### src/rtl/dmem_arbiter.sv
`default_nettype none
// ----------------------------------------------------------------------------
// dmem_arbiter : shares the data-memory port between the CPU MEM stage and debug
// Revision 1.0
// ----------------------------------------------------------------------------
module dmem_arbiter #(
  parameter int STARVE_LIMIT = 4,
  parameter int ADDR_W       = 32,
  parameter int DATA_W       = 32
) (
  input  logic              clk_i,
  input  logic              rst_i,
  input  logic              start_i,
  input  logic              cpu_req_i,
  input  logic              cpu_we_i,
  input  logic [ADDR_W-1:0] cpu_addr_i,
  input  logic [DATA_W-1:0] cpu_wdata_i,
  output logic [DATA_W-1:0] cpu_rdata_o,
  output logic              cpu_stall_o,
  input  logic              dbg_req_i,
  input  logic              dbg_we_i,
  input  logic [ADDR_W-1:0] dbg_addr_i,
  input  logic [DATA_W-1:0] dbg_wdata_i,
  output logic              dbg_gnt_o,
  output logic              dbg_rvalid_o,
  output logic [DATA_W-1:0] dbg_rdata_o,
  output logic              mem_en_o,
  output logic              mem_we_o,
  output logic [ADDR_W-1:0] mem_addr_o,
  output logic [DATA_W-1:0] mem_wdata_o,
  input  logic [DATA_W-1:0] mem_rdata_i,
  output logic [31:0]       stall_cnt_o
);

  localparam logic [3:0] C_STARVE_LIMIT = 4'(STARVE_LIMIT);

  typedef enum logic [1:0] {
    S_HALT     = 2'd0,
    S_RUN      = 2'd1,
    S_DBG_SLOT = 2'd2
  } state_t;

  state_t              state_q, state_d;
  logic [3:0]          starve_q, starve_d;
  logic                rvalid_q;
  logic [DATA_W-1:0]   rdata_q;
  logic [31:0]         stall_cnt_q;

  logic                w_cpu_own;
  logic                w_dbg_own;
  logic                w_stall;

  always_comb begin
    w_cpu_own = 1'b0;
    w_dbg_own = 1'b0;
    w_stall   = 1'b0;
    state_d   = state_q;
    starve_d  = starve_q;
    case (state_q)
      S_HALT: begin
        w_dbg_own = dbg_req_i;
        starve_d  = 4'd0;
        if (start_i) state_d = S_RUN;
      end
      S_RUN: begin
        w_cpu_own = cpu_req_i;
        w_dbg_own = dbg_req_i & ~cpu_req_i;
        // Debug losing to the CPU accumulates toward a forced slot.
        if (cpu_req_i && dbg_req_i) begin
          starve_d = starve_q + 4'd1;
          if (starve_q + 4'd1 == C_STARVE_LIMIT) state_d = S_DBG_SLOT;
        end else begin
          starve_d = 4'd0;
        end
      end
      S_DBG_SLOT: begin
        w_dbg_own = dbg_req_i;
        w_cpu_own = cpu_req_i & ~dbg_req_i;
        w_stall   = cpu_req_i & dbg_req_i;
        starve_d  = 4'd0;
        state_d   = S_RUN;
      end
      default: begin
        state_d  = S_HALT;
        starve_d = 4'd0;
      end
    endcase
    if (!start_i) begin
      state_d  = S_HALT;
      starve_d = 4'd0;
    end
  end

  always_ff @(posedge clk_i or posedge rst_i) begin
    if (rst_i) begin
      state_q     <= S_HALT;
      starve_q    <= 4'd0;
      rvalid_q    <= 1'b0;
      rdata_q     <= '0;
      stall_cnt_q <= 32'd0;
    end else begin
      state_q  <= state_d;
      starve_q <= starve_d;
      rvalid_q <= w_dbg_own & ~dbg_we_i;
      if (w_dbg_own && !dbg_we_i) rdata_q <= mem_rdata_i;
      if (w_stall) stall_cnt_q <= stall_cnt_q + 32'd1;
    end
  end

  assign mem_en_o     = w_cpu_own | w_dbg_own;
  assign mem_addr_o   = w_dbg_own ? dbg_addr_i  : cpu_addr_i;
  assign mem_wdata_o  = w_dbg_own ? dbg_wdata_i : cpu_wdata_i;
  assign mem_we_o     = (w_dbg_own ? dbg_we_i : cpu_we_i) & mem_en_o;

  assign cpu_rdata_o  = mem_rdata_i;
  assign cpu_stall_o  = w_stall;
  assign dbg_gnt_o    = w_dbg_own;
  assign dbg_rvalid_o = rvalid_q;
  assign dbg_rdata_o  = rdata_q;
  assign stall_cnt_o  = stall_cnt_q;

endmodule
`default_nettype wire

### config.mk
export PLATFORM = sky130hd
export DESIGN_NAME = dmem_arbiter
export DESIGN_NICKNAME = d
export VERILOG_FILES = /design/src/rtl/dmem_arbiter.sv
export SDC_FILE = /design/constraint.sdc
export NUM_CORES = 1
export LEC_CHECK = 0
export BUFFER_PORTS_ARGS = -buffer_cell sky130_fd_sc_hd__buf_4
export CORE_AREA = 2 2 130 132
export CTS_CLUSTER_SIZE = 10
export DETAILED_ROUTE_END_ITERATION = 8
export DIE_AREA = 0 0 132 134
export PLACE_DENSITY = 0.57
export SLEW_MARGIN = 10
export SYNTH_ARGS = -nofsm -noshare
export SYNTH_HDL_FRONTEND = slang
export SYNTH_SLANG_ARGS = --single-unit
### constraint.sdc
create_clock -name clk_i -period 2.5 [get_ports clk_i]
set_input_delay 0.5 -clock clk_i [delete_from_list [all_inputs] [get_ports clk_i]]
set_output_delay 0.5 -clock clk_i [all_outputs]
set_load 0.03 [all_outputs]
-- After elaboration in Yosys (flattened, before gate mapping)
Cells that the tools add are included.
- logic and storage cells: 40
- register bits: 71
- output and inout bits: 165
- input bits: 167
- reductions and logical operators: 6
- bitwise logic cells: 9
- add/subtract/negate cells: 2
- equal/unequal tests: 5
- muxes and demuxes: 13
- operators by type and width (cell ; count):
    32-bit 2-to-1 mux ; 2
    32-bit by 1-bit adder with 32-bit output, second input constant ; 1
    4-bit 2-to-1 mux ; 3
    2-bit 2-to-1 mux ; 3
    3-bit != test, second input constant ; 2
    1-bit bitwise AND ; 5
    4-bit by 1-bit adder with 4-bit output, second input constant ; 1
    4-bit by 3-bit == test with 1-bit output, second input constant ; 1
    1-bit case mux with 2 select lines ; 2
    2-bit case mux with 2 select lines ; 1
    1-bit inverter ; 3
    2-bit by 1-bit == test with 1-bit output, second input constant ; 1
    2-bit == test, second input constant ; 1
    1-bit logical AND ; 2
    2-bit logical NOT ; 1
    1-bit 2-to-1 mux ; 2
    2-bit AND reduction ; 1
    2-bit OR reduction ; 1
    1-bit logical NOT ; 1
    1-bit OR ; 1

-- Depth between registers and ports, before layout
Gate-level depths: netlist of the first run.
- word-level depth: 6
- depth in mapped cells: 8
- gate-level depth less buffers: 7

-- Least setup slack after synthesis of the first run
OpenSTA, ideal clock, no wires.
- kind: register to output
- start: register state_q[1]
- end: output port mem_we_o
- path buffers: 2
- cell stages (with the launch flop): 9
- required time: 2000 ps
- slack: 40 ps
- data arrival time: 1960 ps
- cell sequence: dfrtp_1 > inv_1 > ha_1 > nand2b_1 > a21oi_1 > buf_2 > buf_2 > a21oi_1 > nor2_1
- cells in the longest elaborated chain, start to end: 5
- elaborated cells between the ends (all ways): 9
- classes of those cells: eq/ne (2); mux (3); bitwise (2); reduce/logical (2)
- ends and longest elaborated chain (what ; line ; source):
    from (decl) ; 43 ; state_t state_q, state_d;
    from (signal assigned) ; 102 ; state_q <= state_d;
    2-bit == test or 2-bit logical NOT (tied branches) ; 59 ; case (state_q)
    2-bit OR reduction (no line) ; -- ;
    1-bit case mux with 2 select lines (*) ; 59 ;
    named net dbg_gnt_o ; 24 ; output logic dbg_gnt_o,
    1-bit 2-to-1 mux or 1-bit OR (tied branches) ; 113, 110 ;
    1-bit bitwise AND (*) ; 113 ; assign mem_we_o = (w_dbg_own ? dbg_we_i : cpu_we_i) & mem_en_o;
    to (decl) ; 28 ; output logic mem_we_o,
The timed path passes the listed nets; every way through them passes the cells marked *.

-- Worst setup path in the final report of the first run
- start: register state_q[1]
- end: output port mem_wdata_o[6]
- cells in the longest elaborated chain, start to end: 4
- elaborated cells between the ends (all ways): 6
- classes of those cells: eq/ne (2); mux (2); reduce/logical (2)
- ends and longest elaborated chain (what ; line ; source):
    2-bit == test or 2-bit logical NOT (tied branches) ; 59 ;
    2-bit OR reduction (no line) ; -- ;
    1-bit case mux with 2 select lines (*) ; 59 ;
    32-bit 2-to-1 mux (*) ; 112 ; assign mem_wdata_o = w_dbg_own ? dbg_wdata_i : cpu_wdata_i;
    to (decl) ; 30 ; output logic [DATA_W-1:0] mem_wdata_o,
Mark *: on every way between the ends. The rest lies on a longest branch, timed or not.

==> flow_summary_export.csv, run 1 <==
group,metric,value,unit
synthesis,synth_cell_types,37,
pwr,powerDensity,588,nW/um2
run_status,violations,"negative setup slack",
routing,drtIter0Drc,91,
routing,totalWireLength,19200,um
sta,finalCritPeriodShare,1.07,
layout,fin_nets,854,
sta,rsz0062_at_grt,"true",
floorplan,die_area,17700,um2
floorplan,ios,332,
layout,finalNonFillerCells,905,
pwr,power,4600,uW
synthesis,synth-edff-count,0,
clock_network,cts.htree.levels,3,
placement,dp_slack,0.0480,ns
global_routing,overflow,0,
synthesis,yosys.area_share.simple,0.133,
run,maxCapViolations,0,
clock_network,path_clk_slew,0.06,ns
synthesis,ys_seq_elements,71,
sta,report.final.setup_viol,64,
global_routing,grt_start_max_net_pins,72,
floorplan,die_w,132,um
sta,fmax,373,MHz
global_routing,grt_pass1_wl,26700,um
synthesis,synth_most_common_cell,"dfrtp_1",
synthesis,yosysWarnings,0,
sta,final.setup.worst_slack,-0.178,ns
floorplan,start_util,0.260,
critical_path,r2r-start,"state_q[1]",
critical_path,crit_path_max_fanout,6,
synthesis,async_flop_share,1.00,
placement,io_buffer_count,331,
routing,wl_per_cell,21.2,um
critical_path,setup.worst_path.end_class,"output pin",
synthesis,yosys_most_used_dff,"dfrtp_1",
synthesis,synth-compound-area-share,0.0151,
critical_path,crit_start,"state_q[1]",
critical_path,reg2regPathDepth,10,
min_path,min_path_type,"in2async",
critical_path,criticalPathCategory,"reg2out",
critical_path,arrival,2.18,ns
layout,syn_to_final_growth,84.8,%
routing,num_vias,4061,
sta,slew_headroom,0.447,
clock_network,cts_tree,"yes",
layout,drive_gt1_frac,0.698,
sta,final_max_slew_viol_count,0,
global_routing,grt_pass1_vias,4320,
synthesis,syn_inst,358,
clock_network,clock_sinks,71,
synthesis,ys_top_cells_by_count,"dfrtp_1, mux2_2, buf_4",
clock_network,cts_max_path_buffers,2,
sta,worstMarginPinSlew,0.830,ns
synthesis,syn_area_per_cell,11.8,um2
floorplan,design.core.area,16300,um2
pwr,ir_worst_vdd,0.000359,V
clock_network,clock_latency,0.33,ns
synthesis,syn_area,4240,um2
clock_network,cts_root_buf,"clkbuf_16",
synthesis,yosysTopAreaCell,"dfrtp_1",
placement,hpwl,15200,um
sta,clock_skew,0.00572,ns
synthesis,ys_seq_area_frac,0.419,
pwr,cellLeakagePower,0.00395,uW
critical_path,worst_setup_path_start_kind,"flip-flop",
floorplan,core.rowCount,47,
synthesis,synthXorXnorAreaFrac,0.0682,
layout,diodes,0,
floorplan,die_h,134,um
routing,drc,0,
routing,ant_nets,0,
sta,period_needed,2.68,ns
synthesis,synth.area.top_cells,"dfrtp_1, mux2_2, mux2_1",
synthesis,synthAdderAreaFrac,0.0207,
synthesis,synth_top_family_by_area,"multiplexers",
synthesis,syn_nets,532,
critical_path,crit_required,2.00,ns
run_status,status,"complete, but fails checks",
global_routing,antenna_found_initial,0,
synthesis,synth_mux_area_frac,0.255,
routing,routed_via_density,4.49,
global_routing,grt_usage,0.206,
routing,firstDrtPassIters,4,
sta,finalHoldViolations,0,
synthesis,synth.top_cell.area_share,0.419,
clock_network,numCtsBuffers,9,
placement,gp_congestion,0.979,
placement,dp.cells,869,
per-stage QoR:
step	instance area (um2)	util	hold WS, ns	setup TNS (ns)
final	7830	0.481	0.268	-9.12
after floorplan	4240	-	0.496	0
after global placement	6770	0.416	0.468	0
after detailed placement	6770	0.416	0.476	0
after global routing	7830	0.481	0.295	-12.93
after CTS	7700	0.473	0.274	-6.49
routing by layer:
| metal | vias to the layer above | part of all wire | track usage |
|---|---|---|---|
| met2 | 214 | 0.48 | 0.341 |
| met5 | - | 0 | 0 |
| li1 | 1869 | - | - |
| met1 | 1936 | 0.39 | 0.246 |
| met4 | 0 | 0.055 | 0.115 |
| met3 | 42 | 0.070 | 0.0522 |
worst paths after layout:
kind	to	slack, ns
worst min register to register	stall_cnt_o[31]	0.48
min in group clk_i	dbg_rdata_o[14]	0.40
worst max register to register	dbg_rdata_o[2]	0.33
worst max-delay path	mem_wdata_o[6]	-0.18
max in group asynchronous	state_q[1]	1.93
worst min-delay path	dbg_rdata_o[12]	0.27
cells by family (layout without fill, tap and decap cells):
group,Yosys count,after routing
xor+xnor,33,33
mux,96,96
buf+inv,58,385
compound gates,9,9
simple gates,84,84
fa+ha+maj,7,7
flops,71,71
cell type report:
| class | count | area [um2] |
|---|---|---|
| clock buffers | 14 | 274 |
| repair buffers | 358 | 3090 |
| flip-flops and latches | 71 | 1780 |
| multi-input cells | 229 | 2330 |
| well taps | 220 | 275 |
| clock inverters | 2 | 37.5 |
| fillers | 1521 | 8460 |
| inverters | 11 | 43.8 |
worst max-delay path, cell delays in order, from the launching register on:
cell and delay [ns]:
dfrtp_2 0.46, inv_4 0.10, ha_4 0.15, nand2b_4 0.06, a21oi_4 0.18, buf_4 0.15, buf_12 0.11, buf_12 0.13
mux2_4 0.35, buf_6 0.15
where the power goes:
| part | switching, uW | total [uW] | internal (uW) |
|---|---|---|---|
| registers | 58.4 | 1340 | 1280 |
| logic | 1030 | 1950 | 923 |
| clock network | 462 | 1320 | 855 |
sequential cells by signal (all words and copies together) (netlist names):
name and cells:
dbg_rdata_o 32, dbg_rvalid_o 1, stall_cnt_o 32, starve_q 4, state_q 2
cell usage in the layout (no fill, tap or decap), types with 11 or more instances in the layout:
cell type  count
mux2_2        25
nand3_1       11
xor2_1        19
nand2_1       12
buf_6         47
mux2_4        43
nor2_1        12
buf_4        297
clkbuf_16     12
mux2_1        28
xnor2_1       14
dfrtp_1       70
what timing repair did:
item | in CTS | in global routing
hold buffers | 0 | 0
setup endpoints to repair | 64 | 66
resized for setup | 105 | 12
endpoints found under the hold margin | 0 | 0
pin swaps | 3 | 3
setup buffers | 10 | 2
gates cloned | 5 | 3
(Power assumes the default switching activity.)
==> run 2, diff against run 1 <==
--- a/config.mk
+++ b/config.mk
@@ -11,6 +11,7 @@
 export DETAILED_ROUTE_END_ITERATION = 8
 export DIE_AREA = 0 0 132 134
 export PLACE_DENSITY = 0.57
+export SETUP_SLACK_MARGIN = 0.05
 export SLEW_MARGIN = 10
 export SYNTH_ARGS = -nofsm -noshare
 export SYNTH_HDL_FRONTEND = slang
==> run 2 against run 1 <==
The run still ends with negative setup slack left. Die area unchanged. Clock-buffer cell count is 3 lower. Sequential power hardly changed. Register-to-register slack got worse by 0.09 ns. Via count decreased by 1.6%. Total power is 4.4% lower. Clock power shrank 17%. Clock skew grew 0.0040 ns. Utilization is 0.10 points higher. Combinational power about the same. Global-route usage is 2.2 points lower. Final cell count fell by 0.66%. Critical endpoint is now mem_wdata_o[18]. Highest routed layer unchanged.
==> flow_summary_export.csv, run 2 (synthesis results as in run 1) <==
group,metric,value,unit
run_status,status,"complete, but fails checks",
run_status,violations,"negative setup slack",
placement,dp_slack,0.139,ns
global_routing,grt_usage,0.185,
sta,report.final.setup_viol,65,
sta,fmax,383,MHz
critical_path,criticalPathCategory,"reg2out",
global_routing,grtUsageMet1,0.202,
critical_path,crit_required,2.00,ns
global_routing,busiest_layer,"met2",
placement,io_buffer_count,331,
global_routing,grt_pass1_wl,24800,um
clock_network,hold_buffers,0,
critical_path,path_buf_inv,5,
floorplan,die_h,134,um
pwr,pwr-share-comb,0.445,
layout,fin_nets,851,
routing,drtIter0Drc,240,
sta,worstMarginPinSlew,0.691,ns
critical_path,worst_r2r_endpoint,"dbg_rdata_o[18]",
pwr,p_seq_frac,0.304,
critical_path,reg2regPathDepth,10,
layout,utilization,0.482,
clock_network,path_clk_slew,0.06,ns
sta,finalCritPeriodShare,1.04,
critical_path,worst_setup_path_start_kind,"flip-flop",
critical_path,arrival,2.11,ns
pwr,pwr-share-clk,0.251,
floorplan,design.core.area,16300,um2
critical_path,cpMostUsedCell,"buf_6",
critical_path,crit_path_max_fanout,6,
global_routing,grtUsageMet2,0.333,
floorplan,die_w,132,um
clock_network,cts.htree.levels,3,
sta,fin_hold_ws,0.297,ns
floorplan,start_util,0.260,
layout,n_fill_cell,1498,
critical_path,crit_chain,"inv_2, ha_4, nand2b_4, a21oi_4, buf_6, buf_6, buf_16, mux2_4, buf_6",
layout,layout_commonest_cell,"buf_4",
routing,routed_via_density,4.44,
placement,gp_congestion,0.875,
sta,finalHoldViolations,0,
global_routing,grt_pass1_vias,4304,
global_routing,grt_start_max_net_pins,42,
layout,syn_to_final_growth,85.1,%
critical_path,setup.worst_path.end_class,"output pin",
critical_path,path_delay_family,"buffers and inverters",
floorplan,ios,332,
critical_path,slowest_stage,"dfrtp_1",
pwr,ir_worst_vdd,0.000302,V
sta,rsz0062_at_grt,"true",
clock_network,cts_tree,"yes",
routing,wl_per_cell,19.4,um
sta,fin_setup_tns,-5.22,ns
floorplan,core.rowCount,47,
sta,clock_skew,0.00976,ns
run,maxCapViolations,0,
pwr,p_sw,1500,uW
global_routing,overflow,0,
global_routing,use_met3,0.0540,
critical_path,cpPeakStageDelay,0.43,ns
clock_network,clock_sinks,71,
routing,drc,0,
clock_network,clock_latency,0.32,ns
clock_network,cts_root_buf,"clkbuf_16",
clock_network,numCtsBuffers,9,
critical_path,r2r-start,"state_q[1]",
placement,hpwl,13600,um
layout,diodes,0,
routing,ant_nets,0,
global_routing,antenna_found_initial,0,
layout,final_cell_mix,"buf_4, dfrtp_1, buf_6",
layout,drive_gt1_frac,0.697,
pwr,cellLeakagePower,0.00396,uW
floorplan,die_area,17700,um2
critical_path,rrSetupSlack,0.24,ns
sta,final.setup.worst_slack,-0.109,ns
min_path,min_path_type,"in2async",
pwr,swShare,0.341,
sta,period_needed,2.61,ns
routing,totalWireLength,17400,um
pwr,p_int,2900,uW
sta,slew_headroom,0.539,
clock_network,cts_max_path_buffers,2,
routing,num_vias,3995,
pwr,powerDensity,561,nW/um2
routing,firstDrtPassIters,4,
sta,final_max_slew_viol_count,0,
==> run 2: layer usage <==
layer	vias up	wire length, um
li1	1847	-
met1	1917	6330
met2	207	9080
met3	24	1490
met4	0	491
met5	-	0
==> run 2: what timing repair did <==
item	in CTS	in global routing
hold endpoints to repair	0	0
pin swaps	5	4
cloned	5	3
endpoints found under the setup margin	66	66
buffers inserted	9	2
gates resized for setup	124	23
==> run 2: worst max path at each step <==
stage	start	end	slack, ns	depth (start not counted)
after global placement	cpu_req_i	mem_addr_o[19]	0.13	6
after detailed placement	cpu_req_i	mem_addr_o[25]	0.14	6
after floorplan	state_q[1]	mem_wdata_o[24]	0.07	7
after CTS	state_q[1]	mem_addr_o[8]	-0.11	9
final	state_q[1]	mem_wdata_o[18]	-0.11	9
after global routing	state_q[1]	mem_addr_o[23]	-0.18	9
==> run 2: layout make-up <==
cell class                 count  area (um2)  area share
clock buffer                  11         243      0.0309
clock inverter                 2        10.0     0.00128
inverter                      11        43.8     0.00558
multi-input combinational    229        2370       0.302
sequential                    71        1780       0.227
tap                          220         275      0.0351
timing repair buffer         355        3130       0.399
==> run 2: metrics by stage <==
stage / total power [uW] / instances / area, um2
after floorplan: 2280 / 358 / 4240
after global placement: 2990 / 867 / 6760
after detailed placement: 3000 / 867 / 6760
after CTS: 4390 / 894 / 7680
after global routing: 4570 / 899 / 7850
final: 4400 / 899 / 7850
==> run 2: power by group through the flow <==
stage / Combinational (uW) / Sequential (uW) / Clock, uW
global placement: 1640 / 1350 / 0
detailed placement: 1640 / 1360 / 0
CTS: 1900 / 1340 / 1150
finish: 1960 / 1340 / 1100
global route: 2030 / 1350 / 1190
floorplan: 677 / 1610 / 0
